[config.mk]
export PLATFORM = sky130hd
export DESIGN_NAME = ddr_key_conditioner
export DESIGN_NICKNAME = d
export VERILOG_FILES = /design/src/rtl/ddr_key_conditioner.sv
export SDC_FILE = /design/constraint.sdc
export NUM_CORES = 1
export LEC_CHECK = 0
export BUFFER_PORTS_ARGS = -buffer_cell sky130_fd_sc_hd__buf_2
export CAP_MARGIN = 10
export CORE_ASPECT_RATIO = 0.75
export CORE_UTILIZATION = 50
export CTS_CLUSTER_DIAMETER = 100
export CTS_CLUSTER_SIZE = 20
export DETAILED_ROUTE_END_ITERATION = 10
export PLACE_DENSITY_LB_ADDON = 0.12
export SKIP_LAST_GASP = 1
export SYNTH_ARGS = -nofsm -noshare
export SYNTH_HDL_FRONTEND = slang
export SYNTH_SLANG_ARGS = --single-unit
[constraint.sdc]
create_clock -name clk -period 1.15 [get_ports clk]
set_input_delay 0.115 -clock clk [delete_from_list [all_inputs] [get_ports clk]]
set_output_delay 0.115 -clock clk [all_outputs]
set_load 0.1 [all_outputs]
[src/rtl/ddr_key_conditioner.sv]
// ddr_key_conditioner: four independent key lanes. Each lane has a 2-flop
// synchronizer and a debounce FSM that produces a registered one-cycle
// press strobe and a registered held level.
// Optional feature: define KEY_AUTOREPEAT_EN to re-strobe press while a key
// stays down, once every REPEAT_CYCLES cycles.
//
// Handshake note: there is no valid/ready traffic here. press[i] is a
// single-cycle event strobe and held[i] is a level; neither can be stalled.
// Each lane's FSM register (g_lane[i].state_q) is a named enum so checkers
// can bind to it directly.
module ddr_key_conditioner #(
  parameter int DEBOUNCE_CYCLES = 4,
  parameter int REPEAT_CYCLES   = 16
) (
  input  logic       clk,
  input  logic       reset_n,
  input  logic [3:0] key_n,
  output logic [3:0] press,
  output logic [3:0] held
);

  localparam int CW = $clog2(DEBOUNCE_CYCLES) + 1;
  localparam logic [CW-1:0] CNT_LAST = CW'(DEBOUNCE_CYCLES - 1);
  localparam logic [CW-1:0] CNT_ONE  = CW'(1);

  typedef enum logic [1:0] {
    RELEASED     = 2'd0,
    PRESS_WAIT   = 2'd1,
    PRESSED      = 2'd2,
    RELEASE_WAIT = 2'd3
  } state_e;

  // Reject out-of-range configurations at elaboration.
  if (DEBOUNCE_CYCLES < 2 || DEBOUNCE_CYCLES > 255 ||
      REPEAT_CYCLES < 2 || REPEAT_CYCLES > 65535) begin : g_bad_param
    $error("ddr_key_conditioner: parameter out of legal range");
  end

  logic [3:0] sync1_q;
  logic [3:0] sync2_q;

  // Two-flop synchronizer; resets to all-released (key_n high).
  always_ff @(posedge clk or negedge reset_n) begin
    if (!reset_n) begin
      sync1_q <= 4'hF;
      sync2_q <= 4'hF;
    end else begin
      sync1_q <= key_n;
      sync2_q <= sync1_q;
    end
  end

  for (genvar i = 0; i < 4; i++) begin : g_lane
    state_e        state_q;
    logic [CW-1:0] cnt_q;
    logic          press_q;
    logic          held_q;
    logic          s;

    // s = 1 means the synchronized key is pressed.
    assign s = ~sync2_q[i];

`ifdef KEY_AUTOREPEAT_EN
    localparam int RW = $clog2(REPEAT_CYCLES) + 1;
    localparam logic [RW-1:0] REP_LAST = RW'(REPEAT_CYCLES - 1);
    logic [RW-1:0] rep_q;
`endif

    // Debounce FSM with registered press/held outputs.
    always_ff @(posedge clk or negedge reset_n) begin
      if (!reset_n) begin
        state_q <= RELEASED;
        cnt_q   <= '0;
        press_q <= 1'b0;
        held_q  <= 1'b0;
`ifdef KEY_AUTOREPEAT_EN
        rep_q   <= '0;
`endif
      end else begin
        press_q <= 1'b0;
        case (state_q)
          RELEASED: begin
            if (s) begin
              state_q <= PRESS_WAIT;
              cnt_q   <= CNT_ONE;
            end
          end
          PRESS_WAIT: begin
            if (!s) begin
              state_q <= RELEASED;
              cnt_q   <= '0;
            end else if (cnt_q == CNT_LAST) begin
              state_q <= PRESSED;
              cnt_q   <= '0;
              press_q <= 1'b1;
              held_q  <= 1'b1;
`ifdef KEY_AUTOREPEAT_EN
              rep_q   <= '0;
`endif
            end else begin
              cnt_q <= cnt_q + CNT_ONE;
            end
          end
          PRESSED: begin
            if (!s) begin
              state_q <= RELEASE_WAIT;
              cnt_q   <= CNT_ONE;
            end else begin
`ifdef KEY_AUTOREPEAT_EN
              // Repeat strobe fires on the edge that sees the counter at its
              // last value, giving an exact REPEAT_CYCLES period.
              if (rep_q == REP_LAST) begin
                rep_q   <= '0;
                press_q <= 1'b1;
              end else begin
                rep_q <= rep_q + 1'b1;
              end
`endif
            end
          end
          RELEASE_WAIT: begin
            if (s) begin
              // Release bounce: go back to PRESSED silently; repeat count kept.
              state_q <= PRESSED;
              cnt_q   <= '0;
            end else if (cnt_q == CNT_LAST) begin
              state_q <= RELEASED;
              cnt_q   <= '0;
              held_q  <= 1'b0;
`ifdef KEY_AUTOREPEAT_EN
              rep_q   <= '0;
`endif
            end else begin
              cnt_q <= cnt_q + CNT_ONE;
            end
          end
          default: begin
            state_q <= RELEASED;
            cnt_q   <= '0;
            held_q  <= 1'b0;
          end
        endcase
      end
    end

    assign press[i] = press_q;
    assign held[i]  = held_q;
  end

endmodule

# Yosys cells after proc, flatten, opt, wreduce, memory -nomap -nowiden
# Cells that the tools add are included.
op_classes:
  add_sub_neg: 4
  mul: 0
  div: 0
  magnitude_cmp: 0
  n_eq_ne: 48
  shifts: 0
  muxes: 84
  bitwise: 0
  n_reduce_logical: 20
ops:
  columns: ["op", "n"]
  rows:
  - ["$mux 3", 20]
  - ["$mux 2", 24]
  - ["$ne 2x2->1 const B", 24]
  - ["$pmux 3 s4", 4]
  - ["$pmux 2 s4", 4]
  - ["$mux 1", 28]
  - ["$ne 3x3->1 const B", 8]
  - ["$reduce_and 5->1", 4]
  - ["$eq 2x2->1 const B", 8]
  - ["$reduce_and 4->1", 4]
  - ["$add 3x1->3 const B", 4]
  - ["$eq 3x2->1 const B", 4]
  - ["$eq 2x1->1 const B", 4]
  - ["$logic_not 2->1", 4]
  - ["$pmux 1 s2", 4]
  - ["$reduce_and 2->1", 4]
  - ["$reduce_bool 2->1", 4]
totals:
  regBits: 36
  latchBits: 0
  ramBits: 0
  mem_bits_ro: 0
  input_bits: 6
  output_inout_bits: 8
  elab_cells: 174
  n_memories: 0

# Depth between registers and ports, before layout
logic_depth:
  word_depth: 4
  mapped_depth: 4
  ltp_nobuf: 4

# Worst setup path before layout
# Ideal clock, no wire load.
synth_path:
  path_type: "reg2reg"
  from: "reg sync2_q[2]"
  to: "reg g_lane[2].cnt_q[2]"
  setup_time_ns: 0.066
  t_arrival_ns: 1.061
  required_ns: 1.084
  path_slack_ns: 0.024
  stages_incl_launch_ff: 4
  path_buffers: 0
  synth_period_minus_slack_ns: 1.126
  path_cell_list: "dfstp_2 xor2_2 mux2i_1 and2_1"
synth_between:
  elab_chain_cells: 2
  elab_cells_between_ends: 6
  cone_classes: "eq/ne: 2; mux: 3; reduce/logical: 1"
synth_rtl:
  columns: ["item", "line_no", "rtl"]
  rows:
  - ["start: declaration", "40", "logic [3:0] sync2_q;"]
  - ["start signal: assignment", "49", "sync2_q <= sync1_q;"]
  - ["$mux 3, or another cell as far along", "122", "if (s) begin"]
  - ["$pmux 3 s4 / $reduce_and 2->1 (equally long branches)", null, null]
  - ["end signal: assignment", "101", "cnt_q <= cnt_q + CNT_ONE;"]
  - ["end signal: assignment", "134", "cnt_q <= cnt_q + CNT_ONE;"]
  - ["end: declaration", "55", "logic [CW-1:0] cnt_q;"]
# Parallel ways exist; a longest one is shown, timed or not.
# A chain may end at the register's enable or synchronous reset.

# Worst setup path after layout
layout_path:
  from: "reg sync2_q[0]"
  to: "reg g_lane[0].cnt_q[2]"
layout_between:
  elab_chain_cells: 2
  elab_cells_between_ends: 6
  cone_classes: "eq/ne: 2; mux: 3; reduce/logical: 1"
layout_rtl:
  columns: ["item", "line_no"]
  rows:
  - ["$mux 3, or another cell as far along", "122"]
  - ["$pmux 3 s4 / $reduce_and 2->1 (equally long branches)", null]
  - ["end signal: assignment", "101"]
  - ["end signal: assignment", "134"]
  - ["end: declaration", "55"]
# Parallel ways exist; a longest one is shown, timed or not.

==> results by group <==
Synth
  • EDFF count, synth: 0
  • Post-Syn Area: 1510 sq um
  • Synth Register Bits: 36
  • Async SR Flop Fraction: 1.000
  • Syn Nets: 138
  • Register area share after synthesis: 0.6031
  • Syn_area_per_cell: 11.80 sq um
  • Distinct cells, synth: 34
  • Post-synth top flop: dfrtp_1
  • Yosys synthesis warning count: 0
  • Cells after Synth: 128

Final layout
  • Area growth syn-to-layout: 31.57%
  • Layout net count: 165
  • Cell Count, Final, Fillers Out: 192
  • Most frequent cells in the layout: dfrtp_1, buf_4, buf_12
  • Multi-input logic area: 584.3 sq um
  • Ant. Diodes: 0
  • Fillers: 179
  • Fraction of layout cells with a size suffix above 1: 0.3526
  • Post-route core utilization: 0.7245
  • Commonest non-fill, non-tap cell in the layout: dfrtp_1
  • Reg area: 910.9 sq um

Job
  • Max-cap viol count: 0

Power and ir drop
  • Logic pwr share: 0.334
  • Net Sw Frac: 0.3433
  • Switch Pwr: 1463 uW
  • Maximum vdd ir drop: 1.306 mV
  • PwrDens: 2144 nW/um^2
  • Leakage: 0.0009045 uW
  • Final Power: 4260 uW
  • Int Pwr: 2797 uW
  • Reg power frac: 0.455
  • Clock power share: 0.211

Worst hold path
  • Hold crit path type: input port to asynchronous set/reset pin

Drt
  • TritonRoute pass-1 iters: 4
  • First DRT Iteration DRCs: 36
  • Drc violations: 0
  • WL final: 2479 microns
  • DRT antenna net count: 0
  • Routed WL per cell: 12.91 microns
  • Drt via density: 5.068
  • Vias: 973

Global route
  • Vias in the first global route: 944
  • GRT Total Usage: 0.1780
  • Initial antenna violation count: 0
  • Largest net degree at the start of global routing: 37
  • Gr ovfl total: 0
  • Global-route wire length before repair: 4229 microns

Clocking
  • Worst skew pair latency: 0.28 ns
  • Cts bufs inserted: 5
  • CTS root buf: clkbuf_8
  • Clk slew on worst S/H paths: 0.07 ns
  • Number of H-tree levels: 2
  • CTS Buffer Depth: 2
  • CTS tree: done
  • CTS Sinks: 36

STA
  • Unrepaired setup endpoints after global routing: true
  • Final cycle utilization of the critical path: 1.006
  • Final Hold Violating Endpoints: 0
  • Worst-margin pin slew: 0.2592 ns
  • Setup Skew: 0.004921 ns
  • # setup viols final: 3
  • Max-slew headroom: 0.8260
  • Crit path time final: 1.157 ns
  • Fin. max-slew vios: 0
  • Highest Clock Rate: 864.2 MHz
  • Post-layout worst setup margin: -0.007091 ns

Place
  • Detail Placement HPWL: 1646 microns
  • Placer Congestion: 0.8011
  • Buffers added on ports: 13
  • Placed Cells: 177

Die
  • Die W: 65.46 microns
  • Die H: 49.60 microns
  • Num rows: 16
  • Die area: 3246 sq um
  • CORE AREA: 2743 sq um
  • # IOs: 14
  • Initial core utilization: 0.5506

Critical path
  • Element type at the critical path start: flop
  • Arrival time worst endpoint: 1.32 ns
  • Worst Path Required: 1.32 ns
  • Crit Path Max Fanout: 5
  • Crit path kind: flop to flop
  • Crit end category: flop

Outcome
  • Failing checks: setup timing
  • Outcome: finished with violations
synth_stat cells, types with 2 or more instances:
| master | n | area [sq um] |
|---|---|---|
| nand2_1 | 9 | 33.78 |
| a22oi_1 | 2 | 15.01 |
| xor2_1 | 2 | 17.52 |
| dfstp_2 | 8 | 210.2 |
| dfrtp_1 | 28 | 700.7 |
| ha_1 | 4 | 50.05 |
| a21oi_1 | 2 | 10.01 |
| nand3b_1 | 3 | 22.52 |
| inv_1 | 7 | 26.28 |
| buf_4 | 8 | 60.06 |
| a21o_1 | 3 | 22.52 |
| nor2_1 | 6 | 22.52 |
| nor2b_1 | 2 | 12.51 |
| nor3_1 | 3 | 15.01 |
| o21a_1 | 5 | 37.54 |
| o21ai_0 | 13 | 65.06 |
| and2_1 | 3 | 18.77 |
| xnor2_1 | 3 | 26.28 |
| nor3b_1 | 2 | 15.01 |
timing repair:
| action | in CTS | in global routing |
|---|---|---|
| hold buffers | 5 | 0 |
| setup buffers | 1 | 1 |
| resized for setup | 8 | 17 |
| pin swaps | 1 | 11 |
| endpoints found under the setup margin | 7 | 16 |
| hold endpoints to repair | 32 | 0 |
kinds of logic after synthesis:
kind of cell | after synthesis | share of synthesized area
and+or+nand+nor | 36 | 0.1367
DFF | 36 | 0.6031
AOI/OAI and AO/OA | 29 | 0.1201
buffers and inverters | 16 | 0.06048
xor gates and xnor gates | 6 | 0.03978
adders and majority gates | 4 | 0.03314
muxes | 1 | 0.006628
through the flow:
stage	setup WS, ns	TNS [ns]	area, sq um	hold WS, ns
4_1_cts	-0.006634	-0.006634	1934	0.3221
6_report	-0.007091	-0.01803	1987	0.3192
2_1_floorplan	0.02356	0	1510	-0.1806
3_5_place_dp	-0.04196	-0.1234	1755	0.08580
5_1_grt	-0.06004	-0.4118	1987	0.3479
3_3_place_gp	0.01072	0	1755	0.08957
final timing paths:
path	from	to	slack (ns)	cells after the start
max	sync2_q[0]$_DFF_PN1_	g_lane[0].cnt_q[2]$_DFFE_PN0P_	-0.007	3
min	reset_n	g_lane[2].press_q$_DFF_PN0_	0.32	3
max reg2reg	sync2_q[0]$_DFF_PN1_	g_lane[0].cnt_q[2]$_DFFE_PN0P_	-0.007	3
min reg2reg	sync1_q[2]$_DFF_PN1_	sync2_q[2]$_DFF_PN1_	0.35	0
max in group asynchronous	reset_n	sync1_q[1]$_DFF_PN1_	0.58	3
min in group clk	sync1_q[2]$_DFF_PN1_	sync2_q[2]$_DFF_PN1_	0.35	0
power by group through the flow:
stage,logic [uW],clock network [uW],registers (uW)
2_1_floorplan,917,0,1800
3_3_place_gp,1190,0,1880
3_5_place_dp,1250,0,1910
4_1_cts,1320,924,1910
5_1_grt,1570,989,1990
6_report,1420,901,1940
area by class of cell:
class                           instances  area share
Sequential cell                        36      0.4584
Multi-Input combinational cell         76      0.2941
Timing Repair Buffer                   29      0.1662
Clock buffer                            8     0.04534
Tap cell                               36     0.02267
Inverter                                7     0.01322
critical path: stages (launching register included):
cell and delay, ns:
dfstp_2 0.60, xor2_2 0.20, nor3b_1 0.07, o21a_1 0.18
layer usage:
metal,vias to the layer above,part of all wire,global-route usage
met3,2,0.027,0.06944
met1,483,0.47,0.2333
met5,-,0,0
li1,478,-,-
met2,10,0.49,0.2784
met4,0,0.0056,0.04348
(Power assumes the default switching activity.)
